===== src/rtl/free_list_nway.sv =====
// N-wide physical-register free list for the rename stage: circular buffer of free PR tags with
// multi-lane allocate, multi-lane free and checkpointed head rollback.
module free_list_nway #(
   parameter int unsigned NUM_PR     = 64,
   parameter int unsigned NUM_ARCH   = 32,
   parameter int unsigned DISPATCH_W = 2,
   parameter int unsigned RETIRE_W   = 2,
   parameter int unsigned ZERO_ARCH  = 31,
   parameter int unsigned ZERO_PR    = 31,
   localparam int unsigned PR_W      = $clog2(NUM_PR),
   localparam int unsigned NUM_FL    = NUM_PR - NUM_ARCH,
   localparam int unsigned IDX_W     = $clog2(NUM_FL),
   localparam int unsigned PTR_W     = IDX_W + 1,
   localparam int unsigned CNT_W     = $clog2(NUM_FL + 1)
) (
   input  logic                             clock,
   input  logic                             reset,
   input  logic [DISPATCH_W-1:0]            dispatch_valid,
   input  logic [DISPATCH_W-1:0][4:0]       dest_idx,
   output logic                             dispatch_ack,
   output logic [DISPATCH_W-1:0][PR_W-1:0]  T_idx,
   output logic [PTR_W-1:0]                 FL_idx,
   output logic                             FL_ready,
   output logic [CNT_W-1:0]                 free_cnt,
   input  logic [RETIRE_W-1:0]              retire_valid,
   input  logic [RETIRE_W-1:0][PR_W-1:0]    T_old_idx,
   input  logic                             rollback_en,
   input  logic [PTR_W-1:0]                 FL_rollback_idx
);

   if ((NUM_FL & (NUM_FL - 1)) != 0) begin : g_bad_num_fl
      $error("free_list_nway: NUM_PR-NUM_ARCH must be a power of two");
   end

   logic [PR_W-1:0]  fl_table_q [NUM_FL];
   logic [PR_W-1:0]  fl_table_d [NUM_FL];
   logic [PTR_W-1:0] head_q, head_d;
   logic [PTR_W-1:0] tail_q, tail_d;
   logic [CNT_W-1:0] free_cnt_q, free_cnt_d;
   logic             fl_ready_q, fl_ready_d;

   logic [CNT_W-1:0] need_cnt, pop_cnt, push_cnt;
   logic [PTR_W-1:0] rd_ptr, wr_ptr;

   // Needing lanes read consecutive entries from head; the group commits only if it all fits.
   always_comb begin
      need_cnt = '0;
      rd_ptr   = head_q;
      for (int i = 0; i < DISPATCH_W; i++) begin
         T_idx[i] = PR_W'(ZERO_PR);
         if (dispatch_valid[i] && (dest_idx[i] != 5'(ZERO_ARCH))) begin
            T_idx[i] = fl_table_q[rd_ptr[IDX_W-1:0]];
            rd_ptr   = rd_ptr + PTR_W'(1);
            need_cnt = need_cnt + CNT_W'(1);
         end
      end
      dispatch_ack = !rollback_en && (need_cnt <= free_cnt_q);
      pop_cnt      = dispatch_ack ? need_cnt : '0;
   end

   always_comb begin
      fl_table_d = fl_table_q;
      wr_ptr     = tail_q;
      push_cnt   = '0;
      for (int j = 0; j < RETIRE_W; j++) begin
         if (retire_valid[j] && (T_old_idx[j] != PR_W'(ZERO_PR))) begin
            fl_table_d[wr_ptr[IDX_W-1:0]] = T_old_idx[j];
            wr_ptr   = wr_ptr + PTR_W'(1);
            push_cnt = push_cnt + CNT_W'(1);
         end
      end
      tail_d = wr_ptr;
   end

   // On rollback the count is rebuilt from the pointers; modular PTR_W math yields NUM_FL when full.
   always_comb begin
      if (rollback_en) begin
         head_d     = FL_rollback_idx;
         free_cnt_d = CNT_W'(tail_d - FL_rollback_idx);
      end else begin
         head_d     = head_q + PTR_W'(pop_cnt);
         free_cnt_d = free_cnt_q - pop_cnt + push_cnt;
      end
      fl_ready_d = (free_cnt_d >= CNT_W'(DISPATCH_W));
   end

   always_ff @(posedge clock or negedge reset) begin
      if (!reset) begin
         for (int i = 0; i < NUM_FL; i++) begin
            fl_table_q[i] <= PR_W'(NUM_ARCH + i);
         end
         head_q     <= '0;
         tail_q     <= PTR_W'(NUM_FL);
         free_cnt_q <= CNT_W'(NUM_FL);
         fl_ready_q <= 1'b1;
      end else begin
         fl_table_q <= fl_table_d;
         head_q     <= head_d;
         tail_q     <= tail_d;
         free_cnt_q <= free_cnt_d;
         fl_ready_q <= fl_ready_d;
      end
   end

   assign FL_idx   = head_d;
   assign FL_ready = fl_ready_q;
   assign free_cnt = free_cnt_q;

   a_no_overflow : assert property (@(posedge clock) disable iff (!reset)
      push_cnt <= (CNT_W'(NUM_FL) - free_cnt_q))
      else $error("free_list_nway: retire pushed more tags than free slots");

endmodule


===== config.mk =====
export PLATFORM = sky130hd
export DESIGN_NAME = free_list_nway
export DESIGN_NICKNAME = d
export VERILOG_FILES = /design/src/rtl/free_list_nway.sv
export SDC_FILE = /design/constraint.sdc
export NUM_CORES = 1
export LEC_CHECK = 0
export CORE_ASPECT_RATIO = 1.4
export CORE_UTILIZATION = 25
export DETAILED_ROUTE_END_ITERATION = 6
export GPL_ROUTABILITY_DRIVEN = 0
export GPL_TIMING_DRIVEN = 0
export PLACE_DENSITY = 0.42
export SLEW_MARGIN = 20
export SYNTH_ARGS = -nofsm -noshare
export SYNTH_HDL_FRONTEND = slang
export SYNTH_SLANG_ARGS = --single-unit

===== constraint.sdc =====
create_clock -name clock -period 13.2 [get_ports clock]
set_clock_uncertainty 0.2 [all_clocks]
set_input_delay 3.3 -clock clock [delete_from_list [all_inputs] [get_ports clock]]
set_output_delay 3.3 -clock clock [all_outputs]
set_load 0.01 [all_outputs]

; Word level (Yosys, flattened, before mapping)
; Index checks and enable logic that the tools add are counted.
[classes]
addsub = 9
mul = 0
div_mod_pow = 0
order_cmp = 8
eq_ne = 4
shift = 0
n_mux = 26
n_bitwise = 4
reduce_logical = 8
[op_table]
columns = operator, n
row1 = 192-bit bitwise mux, 2
row2 = 192-bit two-way mux, 2
row3 = 6-bit two-way mux, 15
row4 = 6-bit binary-select mux with 5-bit select, 2
row5 = 6-bit demux with 5-bit select, 2
row6 = "6-bit by 1-bit adder with 6-bit output, second input constant", 4
row7 = "6-bit >= comparator, second input constant", 4
row8 = 5-bit inverter with 6-bit output, 4
row9 = 6-bit adder, 2
row10 = "6-bit by 1-bit less-than comparator with 1-bit output, second input constant", 2
row11 = "6-bit by 5-bit inequality test with 1-bit output, second input constant", 2
row12 = 6-bit subtractor, 2
row13 = "5-bit inequality test, second input constant", 2
row14 = 1-bit logical AND, 7
row15 = "6-bit by 2-bit >= comparator with 1-bit output, second input constant", 1
row16 = 6-bit <= comparator, 1
row17 = "5-bit by 1-bit adder with 5-bit output, second input constant", 1
row18 = 5-bit two-way mux, 1
row19 = 1-bit two-way mux, 2
row20 = 1-bit zero test, 1
[word_totals]
register_bits = 211
latch_bits = 0
mem_bits_rw = 0
rom_bits = 0
input_bits = 35
out_inout_bits = 26
wordCells = 95
mem_count = 0

; Logic depth before layout (Yosys ltp)
; Gate-level depths: netlist of run 1.
[logic_depth]
word_depth = 12
depth_mapped = 25
mapped_depth_nobuf = 22

; Least setup slack after synthesis of run 1
; No wires, ideal clock.
[synth_timing]
path_kind = input to output
startpoint = input dest_idx[1] in the netlist's numbering
endpoint = output FL_idx[5]
arrival_time_ns = 6.512
required_ns = 9.700
path_slack_ns = 3.188
path_stages = 19
cell_sequence = nand3_1 o21ai_0 inv_1 buf_2 buf_1 clkbuf_1 ha_1 inv_1 ha_1 a211oi_1 nor2_1 nand2_1 inv_1 ha_1 a21o_1 nand2_1 nor2_1 xnor2_1 o21ai_0
[synth_via]
elab_chain_cells = 10
[synth_rtl]
columns = item, line
row1 = start: declaration, 19  ; input logic [DISPATCH_W-1:0][4:0] dest_idx,
row2 = 5-bit inequality test (*), 51  ; if (dispatch_valid[i] && (dest_idx[i] != 5'(ZERO_ARCH))) begin
row3 = 1-bit logical AND (*), 51
row4 = 1-bit two-way mux (*), 51
row5 = 6-bit by 1-bit adder with 6-bit output, 54  ; need_cnt = need_cnt + CNT_W'(1);
row6 = 6-bit two-way mux (*), 51
row7 = 6-bit <= comparator (*), 57  ; dispatch_ack = !rollback_en && (need_cnt <= free_cnt_q);
row8 = 1-bit logical AND (*), 57
row9 = via dispatch_ack, 20  ; output logic dispatch_ack,
row10 = 6-bit two-way mux (*), 58  ; pop_cnt = dispatch_ack ? need_cnt : '0;
row11 = 6-bit adder (*), 81  ; head_d = head_q + PTR_W'(pop_cnt);
row12 = 6-bit two-way mux (*), 77  ; if (rollback_en) begin
row13 = end: declaration, 22  ; output logic [PTR_W-1:0] FL_idx,
; The timed path passes the listed nets; every way through them passes the cells marked *.

; Final worst setup path of run 1
[layout_timing]
startpoint = input dispatch_valid[0]
endpoint = output FL_idx[5]
[layout_via]
elab_chain_cells = 9
[layout_rtl]
columns = item, line
row1 = start: declaration, 18  ; input logic [DISPATCH_W-1:0] dispatch_valid,
row2 = 1-bit logical AND (*), 51
row3 = 1-bit two-way mux (*), 51
row4 = 6-bit by 1-bit adder with 6-bit output, 54
row5 = 6-bit two-way mux (*), 51
row6 = 6-bit <= comparator, 57
row7 = 1-bit logical AND, 57
row8 = 6-bit two-way mux (*), 58
row9 = 6-bit adder (*), 81
row10 = 6-bit two-way mux (*), 77
; Mark *: on every way between the ends. The rest lies on a longest branch, timed or not.

==> results of run 1 <==
cells in the mapped netlist, types with 4 or more instances:
cell type / instances
ha_1: 28
clkbuf_1: 47
buf_2: 62
nor3_1: 17
xnor2_1: 16
o21ai_0: 211
xor2_1: 8
mux2_2: 11
nand2_1: 295
a211oi_1: 7
a31oi_1: 6
dfrtp_1: 96
a21oi_1: 18
nand2b_1: 6
dfstp_2: 115
mux2i_1: 211
nor2b_1: 11
nor3b_1: 4
buf_4: 13
nor2_1: 38
clkbuf_2: 6
o22ai_1: 6
fa_1: 4
a21o_1: 5
nand4_1: 4
nand3_1: 45
inv_1: 31
and2_1: 6
buf_1: 7
mux4_2: 107
and3_1: 7
cell type report:
| type | instances | area, sq um |
|---|---|---|
| inverters | 32 | 120 |
| plain buffers | 136 | 652 |
| repair buffers | 51 | 548 |
| well taps | 756 | 946 |
| clock buffers | 37 | 719 |
| fillers | 6136 | 42200 |
| multi-input cells | 1117 | 8840 |
| clock inverters | 7 | 98.8 |
| flip-flops and latches | 211 | 5420 |
metal layers:
metal	part of all wire	GRT usage
met1	0.40	0.246
met2	0.50	0.360
met3	0.045	0.0208
met4	0.054	0.102
met5	0	0
placed cells by master, fill, tap and decap left out, types with 6 or more instances in the layout:
cell               n
ha_1              28
a31oi_1            6
and3_1             7
a211oi_1           7
dfstp_2          115
nor2b_1           11
mux2i_1          211
nor3_1            17
buf_1              7
buf_4             14
mux2_2            11
o22ai_1            6
nand3_1           45
o21ai_0          210
clkbuf_16         24
clkbuf_2           6
nand2_1          295
mux4_2           107
buf_2             62
clkbuf_1          53
inv_1             31
clkdlybuf4s50_1   47
a21oi_1           18
nand2b_1           6
and2_1             6
xor2_1             8
dfrtp_1           96
clkbuf_8           7
nor2_1            38
xnor2_1           16
report_power, final:
part | leakage [nW] | internal, W | switching, W
sequential | 2.41 | 0.00105 | 0.000264
clock | 0.400 | 0.000415 | 0.000308
combinational | 4.87 | 0.000852 | 0.00105
total | 7.68 | 0.00231 | 0.00163
sequential cells by signal, summed over array words and instances, names as in the netlist:
signal and flops:
head_q 6, free_cnt 6, FL_ready 1, tail_q 6
fl_table_q 192
logic make-up (layout without fill, tap and decap cells):
kind of cell             after synthesis  in the layout  share of synthesized area
adder cells (fa/ha/maj)               32             32                     0.0286
AND/OR/NAND/NOR                      444            444                      0.127
AO/OA/AOI/OAI                        286            286                      0.107
XOR/XNOR                              25             25                     0.0151
multiplexers                         330            330                      0.310
buffers and inverters                168            263                     0.0514
flip-flops                           211            211                      0.361
critical path: cells and delay by family:
family	cells	cell delay (ps)
AO/OA/AOI/OAI	4	1020
XOR/XNOR	1	120
AND/OR/NAND/NOR	4	410
buffers and inverters	8	2700
adder cells (fa/ha/maj)	3	850
stage by stage:
step / setup WS (ps) / util / hold WS (ps) / instances / area, sq um
after floorplan: 3190 / - / 340 / 1496 / 15000
after global placement: -1200 / 0.276 / 350 / 2300 / 16500
after detailed placement: 1400 / 0.278 / 362 / 2303 / 16500
after CTS: 1350 / 0.291 / 373 / 2347 / 17300
after global routing: 921 / 0.291 / 391 / 2347 / 17300
final: 1280 / 0.291 / 371 / 2347 / 17300
worst paths after layout:
kind / endpoint / cells past startpoint
worst min register to register: fl_table_q[11]$_DFF_PN1_ / 2
max in group asynchronous: fl_table_q[152]$_DFF_PN1_ / 3
min in group asynchronous: fl_table_q[57]$_DFF_PN0_ / 1
worst min-delay path: fl_table_q[11]$_DFF_PN1_ / 2
worst max register to register: FL_ready$_DFF_PN1_ / 15
worst max-delay path: FL_idx[5] / 20
==> metrics.csv, run 1 <==
metric,value,unit
tightest_slew,1100,ps
insertion_delay,560,ps
max_freq,0.0839,GHz
wl,62600,um
cp-start-kind,primary input,
hold_path.class,register to register,
coreArea,59500,sq um
final_hold_viol_count,0,
synth-seq-cells,211,
worstSetupPathType,primary input to output port,
cp_slowest_cell,clkdlybuf4s50_1,
syn-num-nets,1563,
grt_pass1_vias,12300,
setup_tns,0,ps
post-route-min-period,11920,ps
pin_count,61,
io_buffers,48,
ir_drop,88.7,uV
min_period_over_period,0.903,
grt_pass1_wl,90000,um
cts-root-buf,clkbuf_16,
status,"complete, no violations",
async_flop_share,1.00,
syn_to_final_growth,15.4,%
num_rows,106,
antenna_found_initial,0,
start_util,0.252,
grt_start_max_net_pins,86,
ant_nets,0,
crit_fanout,10,
cts_max_level,1,
power_leakage,7.68,nW
grt_setup_unrepaired,false,
clk_path_buf_depth,3,
dr_total_vias,12400,
seq_area_frac_synth,0.361,
synth.largest_area_cell,dfstp_2,
maxSlewViolCount,0,
power_density,227,nW/um^2
cap_viol_max_count,0,
worstPathRequired,9700,ps
gr-usage-all-layers,0.204,
syn-cell-area,15000,sq um
yosysTopAreaCellShare,0.201,
drt-wirelength-per-cell,26.7,um
dpl.hpwl,47200,um
cts_setup_buffers,0,
synth_cell_types,61,
synth_warnings,0,
dr.pass1.iters,7,
final_layout_size_suffix_gt1_frac,0.230,
relSlewSlack,0.259,
ctsHoldBuffers,0,
cts_sinks,211,
drc,0,
setup_viol,0,
cts_tree,yes,
crit_start,dispatch_valid[0],
cts-buffers-inserted,24,
fp.dieW,209,um
via_per_inst,5.30,
critPathMaxStageDelay,600,ps
ys_top_cells_by_area,"dfstp_2 (20%), mux4_2 (16%), dfrtp_1 (16%)",
p_total,0.00394,W
end_kind,output port,
die_h,292,um
synth-edff-count,0,
min-delay-start,fl_table_q[11]$_DFF_PN1_,
synth_ff_type,dfstp_2,
die_area,61100,sq um
netlist_instances,1496,
gr-total-overflow,0,
fin_nets,1640,
rr_startpoint,tail_q[0]$_DFF_PN0_,
antenna_cells,0,
path_cells,clkdlybuf4s50_1 > o21ai_0 > inv_1 > buf_2 > buf_1 > clkbuf_1 > ha_1 > inv_1 > ha_1 > a211oi_1 > nor2_1 > nand2_1 > inv_1 > ha_1 > a21o_1 > nand2_1 > nor2_1 > xnor2_1 > o21ai_0 > clkdlybuf4s50_1,
drt-initial-drc-count,924,
cts-resized-gates,0,
r2r_slack,8630,ps
avgSynthCellArea,10.0,sq um
path_clk_slew,60,ps
cp.arrival,8420,ps
(Power assumes the default switching activity.)
==> inputs of run 2 (changes only) <==
CAP_MARGIN = 5   (was not set)
SLEW_MARGIN = 25   (was 20)
==> run 2 against run 1 <==
First-iteration DRC count up 12%. Register-to-register slack improved by 70 ps. Final cell count did not move. Combinational power about the same. Non-clock buffer count is the same. Via count down 0.54%. Hold slack worse by 3.3 ps. Routed wire length up 0.19%. Total power decreased by 0.10%. Sequential share of layout area hardly changed. Global-route usage about the same.
==> metrics.csv, run 2 (same netlist as run 1, synthesis figures left out) <==
metric,value,unit
cp.arrival,8370,ps
setup_viol,0,
power_density,227,nW/um^2
critPathMaxStageDelay,610,ps
wl,62700,um
cts-buffers-inserted,24,
fp.dieW,209,um
status,"complete, no violations",
cts-resized-gates,0,
worstPathRequired,9700,ps
coreArea,59500,sq um
cts_max_level,1,
cts-root-buf,clkbuf_16,
cts_setup_buffers,0,
final.fill_count,6161,
dr.pass1.iters,5,
dpl.hpwl,47300,um
ctsHoldBuffers,0,
die_area,61100,sq um
top_register,fl_table_q,
via_per_inst,5.27,
worst_slack,1330,ps
num_rows,106,
insertion_delay,550,ps
grt_pass1_wl,90100,um
relSlewSlack,0.277,
fin_nets,1640,
cp-start-kind,primary input,
max_freq,0.0842,GHz
tightest_slew,1090,ps
gr-total-overflow,0,
final_cells,2347,
post-route-min-period,11870,ps
min_period_over_period,0.899,
ir_drop,98.5,uV
drt-wirelength-per-cell,26.7,um
end_kind,output port,
cp_slowest_cell,clkdlybuf4s50_1,
path_clk_slew,60,ps
final_layout_size_suffix_gt1_frac,0.231,
grt_pass1_vias,12300,
regArea,5420,sq um
pre_cts_ws,1460,ps
drt-initial-drc-count,1035,
layout_common_cells,"nand2_1 (295), mux2i_1 (211), o21ai_0 (210)",
multi_input_area,8840,sq um
start_util,0.252,
worstSetupPathType,primary input to output port,
largest_register_ffs,192,
dr_total_vias,12400,
antenna_cells,0,
grt_start_max_net_pins,82,
ant_nets,0,
hold_path.class,register to register,
clk_path_buf_depth,3,
maxSlewViolCount,0,
antenna_found_initial,0,
pin_count,61,
power_leakage,7.68,nW
path_cells,clkdlybuf4s50_1 > nand2_1 > o21ai_0 > inv_1 > buf_2 > buf_1 > clkbuf_1 > ha_1 > inv_1 > ha_1 > a211oi_1 > nor2_1 > nand2_1 > inv_1 > ha_1 > a21o_1 > nand2_1 > nor2_1 > xnor2_1 > o21ai_0 > clkdlybuf4s50_1,
die_h,292,um
grt_setup_unrepaired,false,
dp.cells,2303,
crit_fanout,10,
layout.cells.most_common,nand2_1,
final_hold_viol_count,0,
cts_tree,yes,
drc,0,
cap_viol_max_count,0,
syn_to_final_growth,15.5,%
io_buffers,48,
gr-usage-all-layers,0.204,
setup_tns,0,ps
cts_sinks,211,
## run 2: cell count changes in the layout (fill, tap and decap cells not counted), sizes merged
cell / previous run / this run
clkinv: 4 / 3
clkinvlp: 1 / 2
## run 2: per-layer routing
| layer | GRT usage | part of all wire | wire [um] |
|---|---|---|---|
| met5 | 0 | 0 | 0 |
| met4 | 0.101 | 0.054 | 3360 |
| met3 | 0.0242 | 0.050 | 3110 |
| met2 | 0.357 | 0.50 | 31300 |
| met1 | 0.247 | 0.40 | 24900 |
## run 2: path summary, 6_finish.rpt
path | slack, ps | depth (start not counted) | start | end
worst max-delay path | 1330 | 21 | dest_idx[4] | FL_idx[5]
worst min-delay path | 370 | 2 | fl_table_q[11]$_DFF_PN1_ | fl_table_q[11]$_DFF_PN1_
worst max register to register | 8700 | 15 | tail_q[0]$_DFF_PN0_ | FL_ready$_DFF_PN1_
max in group asynchronous | 9080 | 3 | reset | fl_table_q[185]$_DFF_PN1_
worst min register to register | 370 | 2 | fl_table_q[11]$_DFF_PN1_ | fl_table_q[11]$_DFF_PN1_
min in group asynchronous | 2490 | 1 | reset | fl_table_q[63]$_DFF_PN0_
## run 2: stage by stage
stage	hold WS [ps]	utilization	area, sq um	power (W)
2_1_floorplan	340	-	15000	0.00248
3_3_place_gp	350	0.276	16500	0.00317
3_5_place_dp	360	0.278	16500	0.00320
4_1_cts	373	0.291	17400	0.00394
5_1_grt	391	0.291	17400	0.00414
6_report	367	0.291	17400	0.00393
## run 2: where the power goes
group	total [W]	switching (W)	leakage (nW)	internal [W]
Sequential	0.00131	0.000264	2.41	0.00105
Combinational	0.00191	0.00105	4.87	0.000852
Clock	0.000718	0.000303	0.396	0.000415
## run 2: area by class of cell
type,instances,share of cell area
multi-input cells,1117,0.510
flip-flops and latches,211,0.313
repair buffers,51,0.0316
clock buffers,37,0.0415
clock inverters,7,0.00584
plain buffers,136,0.0376
inverters,32,0.00692
well taps,756,0.0545
## run 2: worst max-delay path, delay by kind of cell
kind	cells	cell delay (ps)
buf+inv	8	2520
xor+xnor	1	120
fa+ha+maj	3	840
simple gates	5	580
compound gates	4	1000
==> inputs of run 3 (changes only) <==
--- a/config.mk
+++ b/config.mk
@@ -13,5 +13,4 @@
 export GPL_TIMING_DRIVEN = 0
 export PLACE_DENSITY = 0.42
-export SLEW_MARGIN = 25
 export SYNTH_ARGS = -nofsm -noshare
 export SYNTH_HDL_FRONTEND = slang
==> constraint.sdc (replaced) <==
create_clock -name clock -period 13.2 [get_ports clock]
set_clock_uncertainty 0.2 [all_clocks]
set_input_delay 2.64 -clock clock [delete_from_list [all_inputs] [get_ports clock]]
set_output_delay 2.64 -clock clock [all_outputs]
set_load 0.01 [all_outputs]
==> run 3 against run 2 <==
Utilization rose by 0.17 points. Total power grew 2.1%. Via count grew 0.78%. Combinational power barely moved. Global-route usage increased by 0.12 points. Sequential share of layout area is 0.18 points lower. Critical path depth shrank 2. Critical endpoint is now FL_idx[3]. Largest cell class unchanged. Largest power group unchanged.
==> metrics.csv, run 3 (same netlist as run 1, synthesis figures left out) <==
metric,value,unit
status,"complete, no violations",
final_util,0.293,
final_layout_size_suffix_gt1_frac,0.234,
num_rows,106,
coreArea,59500,sq um
cts_setup_buffers,0,
gr-total-overflow,0,
end_kind,output port,
setup_viol,0,
crit_fanout,10,
largest_register_ffs,192,
die_area,61100,sq um
antenna_found_initial,0,
dr.pass1.iters,7,
drc,0,
ir_drop,84.2,uV
fp.dieW,209,um
regArea,5420,sq um
path_clk_slew,60,ps
ctsHoldBuffers,0,
pin_count,61,
grt_start_max_net_pins,96,
swShare,0.406,
multi_input_area,8840,sq um
maxSlewViolCount,0,
p_seq_frac,0.326,
cap_viol_max_count,0,
cts-buffers-inserted,25,
tightest_slew,1180,ps
wl,63000,um
hold_slack,374,ps
dpl.hpwl,47300,um
insertion_delay,550,ps
ant_nets,0,
grt_setup_unrepaired,false,
power_leakage,7.74,nW
cp.arrival,7750,ps
drt-wirelength-per-cell,26.8,um
final_hold_viol_count,0,
worstSetupPathType,primary input to output port,
layout_common_cells,"nand2_1 (295), mux2i_1 (211), o21ai_0 (210)",
relSlewSlack,0.211,
fin_nets,1641,
max_freq,0.0944,GHz
cp-start-kind,primary input,
p_int,0.00239,W
p_clk_frac,0.199,
hold_path.class,register to register,
start_util,0.252,
clk_path_buf_depth,3,
dr_total_vias,12500,
gr-usage-all-layers,0.205,
grt_pass1_vias,12300,
combPwrFrac,0.475,
layout.cells.most_common,nand2_1,
final.fill_count,6129,
syn_to_final_growth,16.1,%
via_per_inst,5.30,
min_period_over_period,0.802,
post-route-min-period,10590,ps
cts_max_level,1,
cts_tree,yes,
power_density,230,nW/um^2
io_buffers,48,
switching_power,0.00163,W
worstPathRequired,10360,ps
cts-root-buf,clkbuf_16,
drt-initial-drc-count,1116,
cts_sinks,211,
top_register,fl_table_q,
cts-resized-gates,0,
die_h,292,um
antenna_cells,0,
grt_pass1_wl,90500,um
run 3: cell count changes in the layout (fill, tap and decap cells not counted), moves of 3 or more:
cell | before | now
bufinv_16 | 2 | 6
clkbuf_1 | 53 | 48
clkbuf_8 | 7 | 4
clkinv_2 | 2 | 7
run 3: layout make-up:
type | instances | share of cell area
timing repair buffer | 51 | 0.0314
clock buffer | 30 | 0.0392
tap | 756 | 0.0542
multi-input combinational | 1117 | 0.506
inverter | 32 | 0.00688
sequential | 211 | 0.311
clock inverter | 16 | 0.0138
buffer | 136 | 0.0374
run 3: power by group through the flow:
stage | combinational [W] | clock [W] | sequential [W]
final | 0.00191 | 0.000800 | 0.00131
after global routing | 0.00204 | 0.000839 | 0.00134
after CTS | 0.00190 | 0.000820 | 0.00130
after detailed placement | 0.00189 | 0 | 0.00131
after global placement | 0.00187 | 0 | 0.00130
after floorplan | 0.00128 | 0 | 0.00119
run 3: final timing paths:
| path | to | cells past startpoint | start | slack [ps] |
|---|---|---|---|---|
| max | FL_idx[3] | 19 | dispatch_valid[0] | 2610 |
| min | fl_table_q[10]$_DFF_PN1_ | 2 | fl_table_q[10]$_DFF_PN1_ | 370 |
| max reg2reg | FL_ready$_DFF_PN1_ | 15 | tail_q[0]$_DFF_PN0_ | 8720 |
| min reg2reg | fl_table_q[10]$_DFF_PN1_ | 2 | fl_table_q[10]$_DFF_PN1_ | 370 |
| max in group asynchronous | fl_table_q[169]$_DFF_PN1_ | 3 | reset | 9770 |
| min in group asynchronous | fl_table_q[57]$_DFF_PN0_ | 1 | reset | 1790 |
run 3: critical path: stages:
cell	delay, ps
clkdlybuf4s50_1	610
o21ai_0	240
inv_1	130
buf_2	240
buf_1	430
clkbuf_1	500
ha_1	340
inv_1	80
ha_1	230
a211oi_1	310
nor2_1	110
nand2_1	140
inv_1	100
ha_1	280
a21o_1	110
nand2_1	80
xor2_1	190
o21ai_0	360
clkdlybuf4s50_1	620
run 3: stage by stage:
step | cells | total power [W] | setup TNS (ps) | instance area [sq um] | setup WS (ps)
3_5_place_dp | 2303 | 0.00320 | 0 | 16500 | 2780
2_1_floorplan | 1496 | 0.00248 | 0 | 15000 | 4510
3_3_place_gp | 2300 | 0.00317 | -48760 | 16500 | -540
4_1_cts | 2349 | 0.00402 | 0 | 17500 | 2720
6_report | 2349 | 0.00402 | 0 | 17500 | 2610
5_1_grt | 2349 | 0.00422 | 0 | 17500 | 2310
run 3: metal layers:
metal	vias up	track usage	wire length, um	share of wire
met4	0	0.115	3810	0.060
met2	477	0.351	30900	0.49
li1	5557	-	-	-
met1	6293	0.252	25300	0.40
met3	131	0.0201	2930	0.047
met5	-	0	0	0
